<file path="config.mk">
export PLATFORM = sky130hd
export DESIGN_NAME = uart_cmd_parser
export DESIGN_NICKNAME = d
export VERILOG_FILES = /design/src/rtl/uart_cmd_pkg.sv /design/src/rtl/uart_ch_regs.sv /design/src/rtl/uart_cmd_parser.sv
export SDC_FILE = /design/constraint.sdc
export NUM_CORES = 1
export LEC_CHECK = 0
export BUFFER_PORTS_ARGS = -buffer_cell sky130_fd_sc_hd__buf_2
export CAP_MARGIN = 15
export CORE_ASPECT_RATIO = 0.7
export CORE_MARGIN = 1
export CORE_UTILIZATION = 40
export CTS_BUF_LIST = sky130_fd_sc_hd__clkbuf_8
export CTS_CLUSTER_DIAMETER = 80
export DETAILED_ROUTE_END_ITERATION = 10
export SYNTH_ARGS = -nofsm -noshare
export SYNTH_HDL_FRONTEND = slang
export SYNTH_SLANG_ARGS = --single-unit
</file>
<file path="constraint.sdc">
create_clock -name sys_clk -period 4.1 [get_ports sys_clk]
set_clock_uncertainty 0.15 [all_clocks]
set_input_delay 0.82 -clock sys_clk [delete_from_list [all_inputs] [get_ports sys_clk]]
set_output_delay 0.82 -clock sys_clk [all_outputs]
set_load 0.01 [all_outputs]
</file>
<file path="src/rtl/uart_cmd_pkg.sv">
// Shared constants and types for the UART command parser: header bytes,
// command codes, response codes, per-command payload lengths, channel write bundle.
package uart_cmd_pkg;

    localparam logic [7:0] HDR0_BYTE = 8'hAA;
    localparam logic [7:0] HDR1_BYTE = 8'h55;

    localparam logic [7:0] CMD_RES = 8'h01;
    localparam logic [7:0] CMD_FMT = 8'h02;
    localparam logic [7:0] CMD_ALG = 8'h03;
    localparam logic [7:0] CMD_BIA = 8'h04;

    localparam logic [1:0] RESP_OK      = 2'd0;
    localparam logic [1:0] RESP_CSUM    = 2'd1;
    localparam logic [1:0] RESP_BAD     = 2'd2;
    localparam logic [1:0] RESP_TIMEOUT = 2'd3;

    localparam logic [7:0] LEN_RES = 8'd4;
    localparam logic [7:0] LEN_FMT = 8'd1;
    localparam logic [7:0] LEN_ALG = 8'd1;
    localparam logic [7:0] LEN_BIA = 8'd2;

    // Zero marks an unknown command.
    function automatic logic [7:0] cmd_len(input logic [7:0] cmd);
        case (cmd)
            CMD_RES: cmd_len = LEN_RES;
            CMD_FMT: cmd_len = LEN_FMT;
            CMD_ALG: cmd_len = LEN_ALG;
            CMD_BIA: cmd_len = LEN_BIA;
            default: cmd_len = 8'd0;
        endcase
    endfunction

    typedef struct packed {
        logic        res;
        logic        fmt;
        logic        alg;
        logic        bia;
        logic [11:0] x;
        logic [11:0] y;
        logic        fmt_v;
        logic [1:0]  alg_v;
        logic [8:0]  bia_v;
    } ch_wr_t;

endpackage

</file>
<file path="src/rtl/uart_ch_regs.sv">
// One scaler channel's configuration registers; data arrives already clamped
// and filtered, so each strobe is a plain load.
module uart_ch_regs
    import uart_cmd_pkg::*;
#(
    parameter int X_RST   = 640,
    parameter int Y_RST   = 480,
    parameter int BIA_RST = 128
) (
    input  logic        sys_clk,
    input  logic        sys_rst,
    input  ch_wr_t      wr,
    output logic [11:0] x_pix_len,
    output logic [11:0] y_pix_len,
    output logic        pix_len_update,
    output logic [1:0]  algorithm,
    output logic        vid_format,
    output logic [8:0]  bi_a
);

    always_ff @(posedge sys_clk) begin
        if (sys_rst) begin
            x_pix_len      <= 12'(X_RST);
            y_pix_len      <= 12'(Y_RST);
            pix_len_update <= 1'b0;
            algorithm      <= 2'd0;
            vid_format     <= 1'b0;
            bi_a           <= 9'(BIA_RST);
        end else begin
            pix_len_update <= wr.res;
            if (wr.res) begin
                x_pix_len <= wr.x;
                y_pix_len <= wr.y;
            end
            if (wr.fmt) vid_format <= wr.fmt_v;
            if (wr.alg) algorithm  <= wr.alg_v;
            if (wr.bia) bi_a       <= wr.bia_v;
        end
    end

endmodule

</file>
<file path="src/rtl/uart_cmd_parser.sv">
// Framed UART command parser: AA 55 CMD CH LEN payload CSUM, with inter-byte
// timeout, per-channel scaler configuration and a response/error report.
module uart_cmd_parser
    import uart_cmd_pkg::*;
#(
    parameter int NUM_CH      = 2,
    parameter int TIMEOUT_CYC = 5_000_000,
    parameter int X_MIN       = 640,
    parameter int X_MAX       = 2560,
    parameter int Y_MIN       = 480,
    parameter int Y_MAX       = 1440,
    parameter int X_RST       = 640,
    parameter int Y_RST       = 480,
    parameter int BIA_RST     = 128
) (
    input  logic                  sys_clk,
    input  logic                  sys_rst,
    input  logic                  uart_rx_flag,
    input  logic [7:0]            uart_rx_data,
    output logic [12*NUM_CH-1:0]  x_pix_len,
    output logic [12*NUM_CH-1:0]  y_pix_len,
    output logic [NUM_CH-1:0]     pix_len_update,
    output logic [2*NUM_CH-1:0]   algorithm,
    output logic [NUM_CH-1:0]     vid_format,
    output logic [9*NUM_CH-1:0]   bi_a,
    output logic                  resp_valid,
    output logic [1:0]            resp_code,
    output logic [15:0]           err_cnt
);

    localparam logic [2:0] S_HDR0    = 3'd0;
    localparam logic [2:0] S_HDR1    = 3'd1;
    localparam logic [2:0] S_CMD     = 3'd2;
    localparam logic [2:0] S_CH      = 3'd3;
    localparam logic [2:0] S_LEN     = 3'd4;
    localparam logic [2:0] S_PAYLOAD = 3'd5;
    localparam logic [2:0] S_CSUM    = 3'd6;
    localparam logic [2:0] S_COMMIT  = 3'd7;

    localparam int GW = $clog2(TIMEOUT_CYC + 1);

    logic [2:0]    state;
    logic [7:0]    cmd_q, ch_q, csum_q;
    logic [2:0]    len_cnt;
    logic [31:0]   pbuf;
    logic [GW-1:0] gap_cnt;
    logic          timeout, len_ok, commit;
    logic [11:0]   x_clamped, y_clamped;
    logic          unused_pbuf;

    function automatic logic [11:0] clamp(input logic [11:0] v, input int lo, input int hi);
        if (v < 12'(lo))      clamp = 12'(lo);
        else if (v > 12'(hi)) clamp = 12'(hi);
        else                  clamp = v;
    endfunction

    assign len_ok  = (cmd_len(cmd_q) != 8'd0) && (ch_q < 8'(NUM_CH)) &&
                     (uart_rx_data == cmd_len(cmd_q));
    assign timeout = (state != S_HDR0) && (state != S_COMMIT) && !uart_rx_flag &&
                     (gap_cnt == GW'(TIMEOUT_CYC - 1));
    assign commit  = (state == S_COMMIT);

    assign x_clamped   = clamp(pbuf[27:16], X_MIN, X_MAX);
    assign y_clamped   = clamp(pbuf[11:0],  Y_MIN, Y_MAX);
    assign unused_pbuf = ^{pbuf[31:28], pbuf[15:12]};

    always_ff @(posedge sys_clk) begin
        if (sys_rst) begin
            state      <= S_HDR0;
            cmd_q      <= 8'd0;
            ch_q       <= 8'd0;
            csum_q     <= 8'd0;
            len_cnt    <= 3'd0;
            pbuf       <= 32'd0;
            gap_cnt    <= '0;
            resp_valid <= 1'b0;
            resp_code  <= RESP_OK;
        end else begin
            resp_valid <= 1'b0;
            if (uart_rx_flag || state == S_HDR0 || state == S_COMMIT)
                gap_cnt <= '0;
            else
                gap_cnt <= gap_cnt + 1'b1;

            if (timeout) begin
                state      <= S_HDR0;
                resp_valid <= 1'b1;
                resp_code  <= RESP_TIMEOUT;
            end else begin
                case (state)
                    S_HDR0: if (uart_rx_flag && uart_rx_data == HDR0_BYTE) state <= S_HDR1;
                    S_HDR1: if (uart_rx_flag) begin
                        // A repeated 0xAA may be the real start of frame.
                        if (uart_rx_data == HDR1_BYTE)      state <= S_CMD;
                        else if (uart_rx_data != HDR0_BYTE) state <= S_HDR0;
                    end
                    S_CMD: if (uart_rx_flag) begin
                        cmd_q  <= uart_rx_data;
                        csum_q <= uart_rx_data;
                        state  <= S_CH;
                    end
                    S_CH: if (uart_rx_flag) begin
                        ch_q   <= uart_rx_data;
                        csum_q <= csum_q ^ uart_rx_data;
                        state  <= S_LEN;
                    end
                    S_LEN: if (uart_rx_flag) begin
                        csum_q <= csum_q ^ uart_rx_data;
                        if (len_ok) begin
                            len_cnt <= uart_rx_data[2:0];
                            state   <= S_PAYLOAD;
                        end else begin
                            state      <= S_HDR0;
                            resp_valid <= 1'b1;
                            resp_code  <= RESP_BAD;
                        end
                    end
                    S_PAYLOAD: if (uart_rx_flag) begin
                        pbuf    <= {pbuf[23:0], uart_rx_data};
                        csum_q  <= csum_q ^ uart_rx_data;
                        len_cnt <= len_cnt - 3'd1;
                        if (len_cnt == 3'd1) state <= S_CSUM;
                    end
                    S_CSUM: if (uart_rx_flag) begin
                        if (uart_rx_data == csum_q) begin
                            state <= S_COMMIT;
                        end else begin
                            state      <= S_HDR0;
                            resp_valid <= 1'b1;
                            resp_code  <= RESP_CSUM;
                        end
                    end
                    S_COMMIT: begin
                        state      <= S_HDR0;
                        resp_valid <= 1'b1;
                        resp_code  <= RESP_OK;
                    end
                    default: state <= S_HDR0;
                endcase
            end
        end
    end

    always_ff @(posedge sys_clk) begin
        if (sys_rst)
            err_cnt <= 16'd0;
        else if (resp_valid && resp_code != RESP_OK && err_cnt != 16'hFFFF)
            err_cnt <= err_cnt + 16'd1;
    end

    for (genvar c = 0; c < NUM_CH; c++) begin : g_ch
        ch_wr_t wr;
        logic   hit;

        assign hit = commit && (ch_q == 8'(c));

        // Out-of-range algorithm/format values complete the frame but are not stored.
        always_comb begin
            wr       = '0;
            wr.res   = hit && (cmd_q == CMD_RES);
            wr.fmt   = hit && (cmd_q == CMD_FMT) && (pbuf[7:0] <= 8'd1);
            wr.alg   = hit && (cmd_q == CMD_ALG) && (pbuf[7:0] <= 8'd2);
            wr.bia   = hit && (cmd_q == CMD_BIA);
            wr.x     = x_clamped;
            wr.y     = y_clamped;
            wr.fmt_v = pbuf[0];
            wr.alg_v = pbuf[1:0];
            wr.bia_v = pbuf[8:0];
        end

        uart_ch_regs #(
            .X_RST   (X_RST),
            .Y_RST   (Y_RST),
            .BIA_RST (BIA_RST)
        ) u_regs (
            .sys_clk        (sys_clk),
            .sys_rst        (sys_rst),
            .wr             (wr),
            .x_pix_len      (x_pix_len[12*c +: 12]),
            .y_pix_len      (y_pix_len[12*c +: 12]),
            .pix_len_update (pix_len_update[c]),
            .algorithm      (algorithm[2*c +: 2]),
            .vid_format     (vid_format[c]),
            .bi_a           (bi_a[9*c +: 9])
        );
    end

endmodule
</file>
==> summary.txt, run 1 <==
Run status
  • Status: finished with violations
  • Failing checks: DRC

Clock network
  • Clk sinks: ~170
  • Clock latency on the worst-skew pair: roughly 0.46 ns
  • CTS Buffer Depth: 2
  • CTS tree: built
  • # resized after CTS: 0
  • Clock Pin Slew Worst Setup and Hold Paths: roughly 0.080 ns
  • Post-CTS setup buffers: 0
  • CTS Buf Count: 17
  • Root buffer cell: clkbuf_8
  • CTS H-tree lvls: 4
  • Hold buffers post-CTS: 0

Logic synthesis
  • Mapped Nets: 904
  • Most common flop cell mapped by yosys: dfxtp_1
  • Register area share after synthesis: 0.474
  • Avg Cell Area, Syn: approximately 8.3 sq um
  • Ranking of synthesized cells by area: dfxtp_1, nand2_1, a21oi_1, nor2_1, xor2_1
  • Synth area leader: dfxtp_1
  • EDFF count, synth: 0
  • Cell variety after synth: between 50 and 60
  • Ys async rst share: 0
  • Mapped Area: approximately 7400 sq um
  • Share of the synthesized area in the top cell type: 0.474
  • Number of synthesized register bits: 174
  • Mapped Cells: slightly below 900
  • YS warnings: 0

GRT
  • Initial antenna violation count: 0
  • Vias in the first global route: 5515
  • Global-route congestion overflow total: 0
  • Largest net degree at the start of global routing: 55
  • Global-route wire length before repair: just under 30000 microns
  • Total GRT Usage: 0.198

Place
  • DP Area: just under 8000 sq um
  • RePlAce Congestion: a little under 0.9
  • Pre-CTS setup slack: ~1.3 ns
  • Final HPWL DP: 12300 microns
  • IO Port Bufs: between 100 and 150

Cells and area
  • Register area: approximately 3500 sq um
  • Footprint of the multi-input gates: ~3600 sq um
  • Area growth, synth to finish: 13.7%
  • Antenna Cells: 0
  • Final non-filler cell area: 8360 sq um
  • Final nets: 973
  • Fill count: about 1800
  • Share of layout cells above drive strength 1: 0.156

Setup path
  • CP Max Fanout: 24
  • Arr. time, crit path: about 3 ns
  • Required time worst endpoint: between 4 and 5 ns
  • Worst path max stage delay: 0.68 ns
  • Worst setup EP type: flop
  • CP delay by family, top: simple AND/OR/NAND/NOR gates
  • Kind of critical path: reg -> reg
  • Slowest-stage cell, CP: dfxtp_1
  • Crit path buf inv count: 0
  • Crit path launch type: flop
  • CP Cell Sequence: and3_1 > and2_1 > and3_2 > nand2_1 > nor2_1 > a22o_1

Floorplanning
  • Starting Density: 0.408
  • Die ar.: ~19000 sq um
  • Rows: 41
  • Die width: 164 microns
  • Core area: between 15000 and 20000 sq um
  • Top-Level Pins: approximately 100
  • Die height: 115 microns

Flow run
  • Max_cap viols: 0

Worst hold path
  • Tightest Hold Check Type: reg -> reg

STA
  • RSZ-0062 raised after global routing: no
  • Period Utilization, post-route: 0.682
  • Final hold slack: ~0.3 ns
  • Setup TNS: 0 ns
  • FMAX: between 0.3 and 0.4 GHz
  • Final WS setup: 1.30 ns
  • Fin crit period: around 2.8 ns
  • Rel. slew slack: 0.359
  • Slew Limit Fails: 0
  • Final Hold Fails: 0
  • Final setup fails: 0
  • Worst Max-Slew Pin Slew: 0.960 ns

Drt
  • DR iter-0 viols: 510
  • Via count: roughly 6200
  • Drt drc: 2
  • WL final: roughly 18000 microns
  • DRT Pass-1 Iters: 8
  • Antenna-violating nets left: 0
  • WL/cell: about 15 microns
  • Post-DR vias/cell: roughly 5.2

Power
  • Pwr Total: between 0.002 and 0.003 W
  • Max IR drop VDD: just under 0.2 mV
  • Pleak: 3.25 nW
  • Pwr dens: ~360 nW/um^2
[state kept, by name (all words and copies together) (netlist names)]
register / cells
ch_q: 8
cmd_q: 8
csum_q: 8
err_cnt: 16
g_ch.u_regs.algorithm: 4
g_ch.u_regs.bi_a: 18
g_ch.u_regs.pix_len_update: 2
g_ch.u_regs.vid_format: 2
g_ch.u_regs.x_pix_len: 24
g_ch.u_regs.y_pix_len: 24
gap_cnt: 23
len_cnt: 3
pbuf: 28
resp_code: 2
resp_valid: 1
state: 3
[cells in the final DEF (no fill, tap or decap), types with 3 or more instances in the layout]
master,count
nor2_1,96
nor2b_1,10
and3_1,13
o211ai_1,3
xnor2_1,13
nor4b_1,3
mux2i_1,23
nand2_1,159
or3_1,4
a22o_1,10
a211o_1,15
xor2_1,31
nand3b_1,3
inv_1,13
o21ai_0,35
nor3b_1,6
nand4_1,12
nand3_1,42
clkbuf_8,22
nor3_1,12
dfxtp_1,174
ha_1,4
a31oi_1,4
nor4_1,6
buf_4,8
a21oi_1,94
and4_1,5
buf_2,102
and2_1,10
[final cells by class]
type / count / share of cell area
tap: 236 / 0.0353
inverter: 11 / 0.00494
timing repair buffer: 110 / 0.0683
multi-input combinational: 644 / 0.425
clock inverter: 10 / 0.0132
clock buffer: 22 / 0.0362
sequential: 174 / 0.417
[cells in the mapped netlist (all sizes together) (2+ instances only)]
| library cell | n |
|---|---|
| and4b | 2 |
| nor3b | 6 |
| inv | 11 |
| ha | 4 |
| and2 | 10 |
| o21ai | 35 |
| a211o | 15 |
| clkbuf | 41 |
| a31oi | 4 |
| or3 | 4 |
| and3 | 14 |
| a21oi | 94 |
| nor4b | 3 |
| nor3 | 12 |
| mux2i | 23 |
| nor4 | 6 |
| xor2 | 31 |
| or4 | 2 |
| a211oi | 2 |
| nand3 | 43 |
| xnor2 | 13 |
| nor2 | 98 |
| o21a | 2 |
| nand3b | 3 |
| nand4 | 12 |
| a22o | 10 |
| mux2 | 2 |
| nor2b | 10 |
| o211ai | 3 |
| nand2 | 159 |
| dfxtp | 174 |
| nand2b | 2 |
| buf | 19 |
| or2 | 3 |
| and4 | 5 |
[tightest hold or removal path: cells and delay by family (launching register included)]
kind	cells	cell delay [ns]
and+or+nand+nor	1	0.05
AOI/OAI and AO/OA	1	0.05
DFF	1	0.31
[through the flow]
| stage | instances | utilization |
|---|---|---|
| 6_report | 1207 | 0.464 |
| 5_1_grt | 1207 | 0.464 |
| 4_1_cts | 1206 | 0.464 |
| 3_5_place_dp | 1174 | 0.441 |
| 3_3_place_gp | 1174 | 0.441 |
| 2_1_floorplan | 889 | - |
[power breakdown]
group	leakage [nW]	internal, W	switching (W)
Combinational	1.64	0.0000174	0.0000527
Clock	0.214	0.000621	0.000611
Sequential	1.40	0.00169	0.00000350
Total	3.25	0.00233	0.000667
[per-layer routing]
layer | track usage | up-vias | wire, microns | part of all wire
li1 | - | 3174 | - | -
met1 | 0.308 | 2913 | 9990 | 0.56
met2 | 0.269 | 138 | 6960 | 0.39
met3 | 0.0419 | 10 | 849 | 0.047
met4 | 0.0537 | 0 | 140 | 0.0078
met5 | 0 | - | 0 | 0
[cells by family (layout without fill, tap and decap cells)]
kind of cell,Yosys count,count (layout),synth area share
buffers and inverters,71,153,0.0429
adders and majority gates,4,4,0.00681
DFF,174,174,0.474
AOI/OAI and AO/OA,172,172,0.137
and+or+nand+nor,399,399,0.253
muxes,25,25,0.0344
xor gates and xnor gates,44,44,0.0524
[final timing paths]
check / startpoint / endpoint / slack (ns) / cells after the start
min: g_ch[0].u_regs.x_pix_len[8] / g_ch[0].u_regs.x_pix_len[8] / 0.31 / 2
max: state[0] / g_ch[0].u_regs.y_pix_len[3] / 1.30 / 6
min reg2reg: g_ch[0].u_regs.x_pix_len[8] / g_ch[0].u_regs.x_pix_len[8] / 0.31 / 2
max reg2reg: state[0] / g_ch[0].u_regs.y_pix_len[3] / 1.30 / 6
Power figures use the tool's default switching activity.
==> inputs of run 2 (changes only) <==
clock period = 2.5 ns   (was 4.1 ns; I/O delays follow)
==> summary.txt, run 2 (synthesis results as in run 1) <==
Floorplanning
  • Top-Level Pins: 104
  • Starting Density: 0.408
  • Rows: 41
  • Die height: ~120 microns
  • Core area: between 15000 and 20000 sq um
  • Die ar.: 18900 sq um
  • Die width: 164 microns

STA
  • Period Utilization, post-route: 0.916
  • Setup TNS: 0 ns
  • Fin crit period: ~2.3 ns
  • FMAX: 0.437 GHz
  • Rel. slew slack: 0.442
  • RSZ-0062 raised after global routing: no
  • Final Hold Fails: 0
  • Slew Limit Fails: 0
  • Worst Max-Slew Pin Slew: a little over 0.8 ns
  • Final setup fails: 0

Cells and area
  • Finished Layout Cells: approximately 1200
  • Final nets: about 990
  • Most common cell after layout, fill and taps aside: dfxtp_1
  • Number of flip-flops in the largest register: 28
  • Share of layout cells above drive strength 1: 0.176
  • Fin util: 0.474
  • Top Registers: pbuf x28, g_ch.u_regs.x_pix_len x24, g_ch.u_regs.y_pix_len x24
  • Highest-count cells in the layout ignoring fill and taps: dfxtp_1, nand2_1, buf_2
  • Antenna Cells: 0
  • Largest Register: pbuf
  • Area growth, synth to finish: 16.1%

GRT
  • Vias in the first global route: ~5700
  • Total GRT Usage: 0.201
  • Largest net degree at the start of global routing: roughly 70
  • Global-route congestion overflow total: 0
  • Global-route wire length before repair: roughly 30000 microns
  • Initial antenna violation count: 0

Clock network
  • CTS Buf Count: 17
  • Root buffer cell: clkbuf_8
  • CTS tree: built
  • Hold buffers post-CTS: 0
  • Clock Pin Slew Worst Setup and Hold Paths: approximately 0.10 ns
  • CTS Buffer Depth: 2
  • CTS H-tree lvls: 4
  • Clk sinks: between 150 and 200
  • Clock latency on the worst-skew pair: ~0.47 ns

Setup path
  • Kind of critical path: reg -> reg
  • CP Max Fanout: 15
  • Crit path launch type: flop
  • CP Cell Sequence: nor4_1 > and2_1 > and3_2 > nand3_2 > nor2_2 > a22o_1
  • Slowest-stage cell, CP: nor4_1
  • Required time worst endpoint: roughly 2.8 ns
  • Arr. time, crit path: 2.54 ns
  • Worst setup EP type: flop
  • Worst path max stage delay: 0.46 ns

Run status
  • Failing checks: DRC
  • Status: finished with violations

Place
  • Placed insts: ~1200
  • RePlAce Congestion: around 0.84
  • Final HPWL DP: 12800 microns
  • IO Port Bufs: a little over 100

Flow run
  • Max_cap viols: 0

Power
  • Pleak: 3.35 nW
  • Pwr dens: between 500 and 600 nW/um^2
  • Max IR drop VDD: 0.273 mV

Drt
  • Drt drc: 2
  • Via count: between 6000 and 7000
  • DRT Pass-1 Iters: 9
  • DR iter-0 viols: 553
  • Antenna-violating nets left: 0
  • WL final: around 18000 microns
  • WL/cell: roughly 15 microns
  • Post-DR vias/cell: between 5 and 6

Worst hold path
  • Tightest Hold Check Type: in -> reg
run 2: power by group:
part           switching, W  internal [W]  total, W
logic             0.0000904     0.0000366  0.000127
registers        0.00000405       0.00277   0.00278
clock network       0.00108      0.000933   0.00201
total               0.00117       0.00374   0.00492
run 2: final timing paths:
| kind | startpoint | to | slack, ns | depth (start not counted) |
|---|---|---|---|---|
| max | ch_q[5] | g_ch[1].u_regs.y_pix_len[2] | 0.21 | 6 |
| min | uart_rx_data[1] | csum_q[1] | 0.20 | 3 |
| max reg2reg | ch_q[5] | g_ch[1].u_regs.y_pix_len[2] | 0.21 | 6 |
| min reg2reg | g_ch[0].u_regs.x_pix_len[3] | g_ch[0].u_regs.x_pix_len[3] | 0.30 | 2 |
run 2: per-layer routing:
| layer | track usage | wire (microns) | share of wire |
|---|---|---|---|
| met1 | 0.305 | 9860 | 0.53 |
| met5 | 0 | 0 | 0 |
| met3 | 0.0480 | 1190 | 0.064 |
| met4 | 0.0481 | 105 | 0.0057 |
| met2 | 0.280 | 7330 | 0.40 |
run 2: cell type report:
type	instances	area, sq um
Timing Repair Buffer	131	753
Tap cell	236	295
Sequential cell	174	3480
Clock buffer	18	248
Inverter	11	41.3
Multi-Input combinational cell	644	3560
Clock inverter	14	158
Fill cell	1771	9470
run 2: stage by stage:
stage	total power [W]	hold WS, ns	area [sq um]	setup WS [ns]
CTS	0.00499	0.164	8530	0.151
global route	0.00511	0.194	8540	0.0810
global placement	0.00297	0.286	8130	0.119
detailed placement	0.00297	0.294	8130	0.0821
floorplan	0.00292	0.282	7350	0.320
finish	0.00492	0.201	8540	0.210
run 2: worst max-delay path: cells and delay by family (launching register included):
family | cells | cell delay [ns]
AO/OA/AOI/OAI | 1 | 0.17
flip-flops | 1 | 0.32
AND/OR/NAND/NOR | 5 | 1.58
run 2: timing repair:
item | CTS | global route
endpoints found under the setup margin | 0 | 3
buffers inserted | 0 | 0
hold endpoints to repair | 0 | 0
resized for setup | 0 | 1
